### src/rtl/bnn_pkg.sv
// Shared definitions for the binarised network datapath: activation vector
// size, activation width and the vector type used on layer-2 ports.
package bnn_pkg;

  localparam int NUM_ACT = 128;
  localparam int ACT_W   = 8;

  typedef logic [NUM_ACT-1:0][ACT_W-1:0] act_vec_t;

endpackage

### src/rtl/act_bank.sv
// One 128-entry activation bank: LANES-wide write at a beat index, synchronous
// clear, and the full contents always visible on its read port.
module act_bank
  import bnn_pkg::*;
#(
  parameter int WIDTH = ACT_W,
  parameter int LANES = 16,
  localparam int BEATS = NUM_ACT / LANES,
  localparam int BEAT_W = (BEATS > 1) ? $clog2(BEATS) : 1
) (
  input  logic                             clk,
  input  logic                             clr,
  input  logic                             wr_en,
  input  logic [BEAT_W-1:0]                wr_beat,
  input  logic [LANES-1:0][WIDTH-1:0]      wr_data,
  output logic [NUM_ACT-1:0][WIDTH-1:0]    data
);

  localparam int IDX_W = $clog2(NUM_ACT);

  logic [NUM_ACT-1:0][WIDTH-1:0] data_q, data_d;
  logic [IDX_W-1:0]              idx;

  always_comb begin
    data_d = data_q;
    idx    = '0;
    if (wr_en) begin
      for (int j = 0; j < LANES; j++) begin
        idx         = IDX_W'(int'(wr_beat) * LANES + j);
        data_d[idx] = wr_data[j];
      end
    end
  end

  always_ff @(posedge clk) begin
    if (clr) data_q <= '0;
    else     data_q <= data_d;
  end

  assign data = data_q;

endmodule

### src/rtl/act_collector_l2.sv
// Ping-pong collector assembling layer-1 beats into complete activation
// vectors and presenting them, in completion order, to the layer-2 array.
module act_collector_l2
  import bnn_pkg::*;
#(
  parameter int WIDTH = ACT_W,
  parameter int LANES = 16
) (
  input  logic                           clk,
  input  logic                           rst,
  input  logic                           in_valid,
  output logic                           in_ready,
  input  logic [LANES-1:0][WIDTH-1:0]    in_data,
  input  logic                           in_last,
  output logic                           out_valid,
  input  logic                           out_ready,
  output logic [NUM_ACT-1:0][WIDTH-1:0]  activations,
  output logic                           frame_err,
  output logic [15:0]                    vec_count
);

  localparam int BEATS  = NUM_ACT / LANES;
  localparam int BEAT_W = (BEATS > 1) ? $clog2(BEATS) : 1;
  localparam logic [BEAT_W-1:0] LAST_BEAT = BEAT_W'(BEATS - 1);

  logic [1:0]        bank_full_q, bank_full_d;
  logic              wr_sel_q, wr_sel_d;
  logic              rd_sel_q, rd_sel_d;
  logic [BEAT_W-1:0] beat_q, beat_d;
  logic              frame_err_q, frame_err_d;
  logic [15:0]       vec_count_q, vec_count_d;

  logic accept, fire, at_last, complete, malformed;
  logic [NUM_ACT-1:0][WIDTH-1:0] bank_data [2];

  assign in_ready    = !bank_full_q[wr_sel_q];
  assign out_valid   = bank_full_q[rd_sel_q];
  assign activations = rd_sel_q ? bank_data[1] : bank_data[0];
  assign frame_err   = frame_err_q;
  assign vec_count   = vec_count_q;

  // Completion and fire never hit the same bank: a full write bank blocks input.
  always_comb begin
    accept      = in_valid && in_ready;
    fire        = out_valid && out_ready;
    at_last     = (beat_q == LAST_BEAT);
    complete    = accept && at_last && in_last;
    malformed   = accept && (in_last != at_last);
    bank_full_d = bank_full_q;
    wr_sel_d    = wr_sel_q;
    rd_sel_d    = rd_sel_q;
    beat_d      = beat_q;
    vec_count_d = vec_count_q;
    frame_err_d = malformed;
    if (fire) begin
      bank_full_d[rd_sel_q] = 1'b0;
      rd_sel_d              = !rd_sel_q;
      vec_count_d           = vec_count_q + 16'd1;
    end
    if (complete) begin
      bank_full_d[wr_sel_q] = 1'b1;
      wr_sel_d              = !wr_sel_q;
      beat_d                = '0;
    end else if (malformed) begin
      beat_d = '0;
    end else if (accept) begin
      beat_d = beat_q + BEAT_W'(1);
    end
  end

  always_ff @(posedge clk) begin
    if (rst) begin
      bank_full_q <= '0;
      wr_sel_q    <= 1'b0;
      rd_sel_q    <= 1'b0;
      beat_q      <= '0;
      frame_err_q <= 1'b0;
      vec_count_q <= '0;
    end else begin
      bank_full_q <= bank_full_d;
      wr_sel_q    <= wr_sel_d;
      rd_sel_q    <= rd_sel_d;
      beat_q      <= beat_d;
      frame_err_q <= frame_err_d;
      vec_count_q <= vec_count_d;
    end
  end

  for (genvar b = 0; b < 2; b++) begin : g_bank
    act_bank #(
      .WIDTH(WIDTH),
      .LANES(LANES)
    ) u_bank (
      .clk    (clk),
      .clr    (rst),
      .wr_en  (accept && (wr_sel_q == 1'(b))),
      .wr_beat(beat_q),
      .wr_data(in_data),
      .data   (bank_data[b])
    );
  end

endmodule

### config.mk
export PLATFORM = sky130hd
export DESIGN_NAME = act_collector_l2
export DESIGN_NICKNAME = d
export VERILOG_FILES = /design/src/rtl/bnn_pkg.sv /design/src/rtl/act_bank.sv /design/src/rtl/act_collector_l2.sv
export SDC_FILE = /design/constraint.sdc
export NUM_CORES = 2
export LEC_CHECK = 0
export CORE_MARGIN = 2
export CORE_UTILIZATION = 40
export CTS_CLUSTER_DIAMETER = 60
export DETAILED_ROUTE_END_ITERATION = 16
export PLACE_DENSITY = 0.69
export RECOVER_POWER = 25
export SLEW_MARGIN = 20
export SYNTH_ARGS = -nofsm -noshare
export SYNTH_HDL_FRONTEND = slang
export SYNTH_SLANG_ARGS = --single-unit
### constraint.sdc
create_clock -name clk -period 2.4 [get_ports clk]
set_input_delay 0.48 -clock clk [delete_from_list [all_inputs] [get_ports clk]]
set_output_delay 0.48 -clock clk [all_outputs]
set_load 0.03 [all_outputs]
# Yosys cells after proc, flatten, opt, wreduce, memory -nomap -nowiden
# Index checks and enable logic that the tools add are counted.
# word_totals
register_bits	2072
input_bits	133
out_inout_bits	1043
word_cells	425
# classes
add_sub_neg	17
n_lt_le_gt_ge	36
eq_ne	2
muxes	75
n_bitwise	4
reduce_logical	29
# ops
op	count
$bwmux 1024	32
$mux 1024	1
$demux 8 s7	15
$lt 7x8->1 const B	16
$mux 8	16
$ge 7x1->1 const B	16
$add 7x4->7 const B	8
$add 7x3->7 const B	4
$logic_and 1x1->1	25
$demux 8 s3	1
$add 16x1->16 const B	1
$add 7x2->7 const B	2
$add 7x1->7 const B	1
$mux 1	6
$lt 1x2->1 const B	2
$mux 2	2
$add 3x1->3 const B	1
$eq 3x3->1 const B	1
$logic_not 1->1	3
$reduce_or 3->1	1
$and 2x2->2	1
$demux 1 s1	2
$ge 1x1->1 const B	2
$not 2->2	1
3 further kinds	3

# Longest topological paths before layout
# logic_depth
depth_word	20
depth_mapped	7
mapped_depth_nobuf	5

# Modules after synthesis
# A second synthesis with hierarchy kept.
# hier_totals
hier_cells	8436
area_unflattened_um2	92662.6
# modules_own_cells
mod	n_inst	cells_each	area_per_inst_um2
act_bank	2	3585	39724.3
act_collector_l2	1	1266	13213.9

# Worst setup path before layout
# OpenSTA, ideal clock, no wires.
# synth_timing
path_kind	register to output
startpoint	register rd_sel_q
endpoint	output activations[1000] (netlist bit)
arrival_time_ps	1587
t_required_ps	1920
setup_slack_ps	333
stages_incl_launch_ff	5
path_buffers	3
cell_sequence	dfxtp_1 buf_2 clkbuf_1 clkbuf_1 mux2_2
# synth_lines
item	line	source
start: declaration	act_collector_l2.sv:28	logic rd_sel_q, rd_sel_d;
start signal: assignment	act_collector_l2.sv:82	rd_sel_q <= rd_sel_d;
end: declaration	act_collector_l2.sv:17	output logic [NUM_ACT-1:0][WIDTH-1:0] activations,

==> flow_metrics.tcl <==
set metrics [dict create \
    dpl.hpwl_um 236000 \
    fmax_mhz 315 \
    r2r_end "g_bank[0].u_bank.data[49]" \
    synth_area_per_cell_um2 8.02 \
    ant_nets 0 \
    grt_pass1_vias 76600 \
    synth-seq-area-share_pct 49.6 \
    vdd.ir_drop.worst_mv 0.769 \
    synth_nets 10600 \
    fin_crit_sh_pct 132 \
    layout_commonest_cell "nand2_1" \
    worstPathRequired_ps 1920 \
    regToRegSetupSlack_ps -230 \
    max_stage_delay_ps 440 \
    synth-async-reset-ratio_pct 0 \
    layout_common_cells "nand2_1 (4109), dfxtp_1 (2071), a21oi_1 (2057)" \
    r2r_cells 6 \
    outcome "complete, but fails checks" \
    ys_warn_count 0 \
    period_needed_ps 3170 \
    rsz0062_at_grt "true" \
    grt.busiest_layer "met2" \
    antenna_found_initial 20 \
    arrival_ps 2690 \
    cellLeakagePower_nw 41.9 \
    hold_path.class "in -> reg" \
    cts_tree "built" \
    routed_wl_um 347000 \
    met3_usage_pct 6.90 \
    clk_path_buf_depth 3 \
    ys_ff_latch 2072 \
    finalHoldViolCount 0 \
    path_class "reg -> out" \
    synth_edf_count 0 \
    cp.depth 5 \
    crit_fanout 12 \
    grt_pass1_wl_um 498000 \
    fin_nets 11600 \
    grt_start_max_net_pins 99 \
    slew_headroom_pct 13.9 \
    cp_slowest_cell "dfxtp_4" \
    place.gp.congestion 0.891 \
    die-height_um 461 \
    dr.pass1.iters 8 \
    overflow 0 \
    clk_latency_ps 910 \
    placementRows 167 \
    mappedNetlistArea_mm2 0.0837 \
    cts_root_buffer "clkbuf_16" \
    syn_inst 10400 \
    pre_cts_ws_ps -572 \
    core_mm2 0.207 \
    dpl-instance-area_mm2 0.102 \
    drc 0 \
    start_util_pct 40.3 \
    critPathCapture "activations[445]" \
    area_delta_synth_final_pct 29.6 \
    viasPerCell 5.51 \
    path_cells "buf_16 -> buf_6 -> bufbuf_16 -> mux2_2 -> clkdlybuf4s15_2" \
    drt-initial-drc-count 8265 \
    die_w_um 461 \
    met1_usage_pct 38.3 \
    finClkSkew_ps 76.1 \
    io_pins 1176 \
    drive_above_1_share_pct 22.5 \
    clkTransAtPathRegs_ps 70 \
    numCtsBuffers 220 \
    yosysUniqueCellTypes 35 \
    grtUsageTotal_pct 31.2 \
    powerDensity_mw_per_mm2 686 \
    violations "negative setup slack" \
    port_buffers 1175 \
    vias 79500 \
    worst_slew_pin_slew_ps 1290 \
    r2r_start "wr_sel_q" \
    post-route-worst-setup-slack_ps -772 \
    maxSlewViolCount 0 \
    numClockSinks 2072 \
    maxCapViolations 0 \
    fin_util_pct 52.3 \
    synth_top_flop_cell "dfxtp_1" \
    crit_buf_inv 4 \
    crit_family "buffers and inverters" \
    grt_use_met2_pct 48.6 \
    die-area_mm2 0.213 \
    endpoint_kind "output port" \
    setup_viol 1454 \
    crit_path_start "rd_sel_q" \
    htreeDepth 4 \
    start_kind "register" \
    final_cell_area_mm2 0.108 \
    detail_route.wl_per_cell_um 24.1 \
]
==> stage by stage <==
| step | cells | hold WS, ps | TNS, ps | power (mW) |
|---|---|---|---|---|
| 3_5_place_dp | 14000 | 443 | -132630 | 39.3 |
| 3_3_place_gp | 14000 | 437 | -85020 | 39.3 |
| 2_1_floorplan | 10400 | 433 | 0 | 37.4 |
| 5_1_grt | 14400 | 327 | -755720 | 76.2 |
| 6_report | 14400 | 330 | -667480 | 74.4 |
| 4_1_cts | 14400 | 263 | -739300 | 74.6 |
==> power breakdown <==
| group | switching, mW | total, mW | leakage, nW | internal [mW] |
|---|---|---|---|---|
| logic | 2.67 | 3.77 | 21.4 | 1.10 |
| clock network | 15.2 | 35.9 | 3.79 | 20.7 |
| registers | 0.112 | 34.7 | 16.7 | 34.6 |
==> registers in the layout (all words and copies together) (netlist names) <==
signal and count:
g_bank.u_bank.data 2048, vec_count 16, rd_sel_q 1, wr_sel_q 1, beat_q 3, frame_err 1
bank_full_q 2
==> cell usage after synthesis (all sizes together), types with 3 or more instances <==
master,n,area share [%]
o21ai,3,0.018
xnor2,9,0.094
clkbuf,809,3.6
or3,4,0.030
nand2b,4,0.030
nand2,4119,18
inv,3,0.013
nor4b,3,0.031
nor2,29,0.13
a21oi,2057,12
mux2,1026,14
buf,246,1.4
ha,3,0.045
dfxtp,2072,50
nor2b,4,0.030
nand3,10,0.060
nand4,5,0.037
nor3,7,0.048
==> cells by family after synthesis <==
logic type | synth area share, %
buffers and inverters | 5.08
and+or+nand+nor | 19.0
DFF | 49.6
AOI/OAI and AO/OA | 12.4
adders and majority gates | 0.0448
muxes | 13.8
xor gates and xnor gates | 0.115
==> repair_timing <==
item | in CTS | in global routing
hold buffers | 1 | 0
pin swaps | 0 | 0
resized for setup | 925 | 384
endpoints found under the setup margin | 1052 | 1149
cloned | 9 | 1
hold endpoints to repair | 4 | 0
setup buffers | 13 | 9
==> tightest hold or removal path: stages <==
cell             delay, ps
clkdlybuf4s50_1        390
buf_4                  200
nand2_1                 80
a21oi_1                 50
==> cell type report <==
class	count	area [um2]
diodes	5	12.5
clock buffers	328	6490
clock inverters	83	1260
fillers	18900	99000
inverters	3	11.3
multi-input cells	7305	38200
flip-flops and latches	2072	41500
well taps	2788	3490
repair buffers	1843	17500
==> layer usage <==
metal | vias to the layer above | routed length [um]
li1 | 35900 | -
met3 | 1036 | 35900
met1 | 38100 | 132000
met5 | - | 134
met4 | 24 | 26200
met2 | 4473 | 153000
==> worst min-delay path by stage <==
stage	from	end	depth (start not counted)	slack (ps)
floorplan	g_bank[1].u_bank.data[0]	g_bank[1].u_bank.data[0]	2	430
global placement	g_bank[1].u_bank.data[81]	g_bank[1].u_bank.data[81]	2	440
finish	in_data[98]	g_bank[0].u_bank.data[354]	4	330
detailed placement	g_bank[1].u_bank.data[541]	g_bank[1].u_bank.data[541]	2	440
CTS	in_data[98]	g_bank[1].u_bank.data[738]	4	260
global route	in_data[99]	g_bank[1].u_bank.data[611]	4	330
Power figures use the tool's default switching activity.
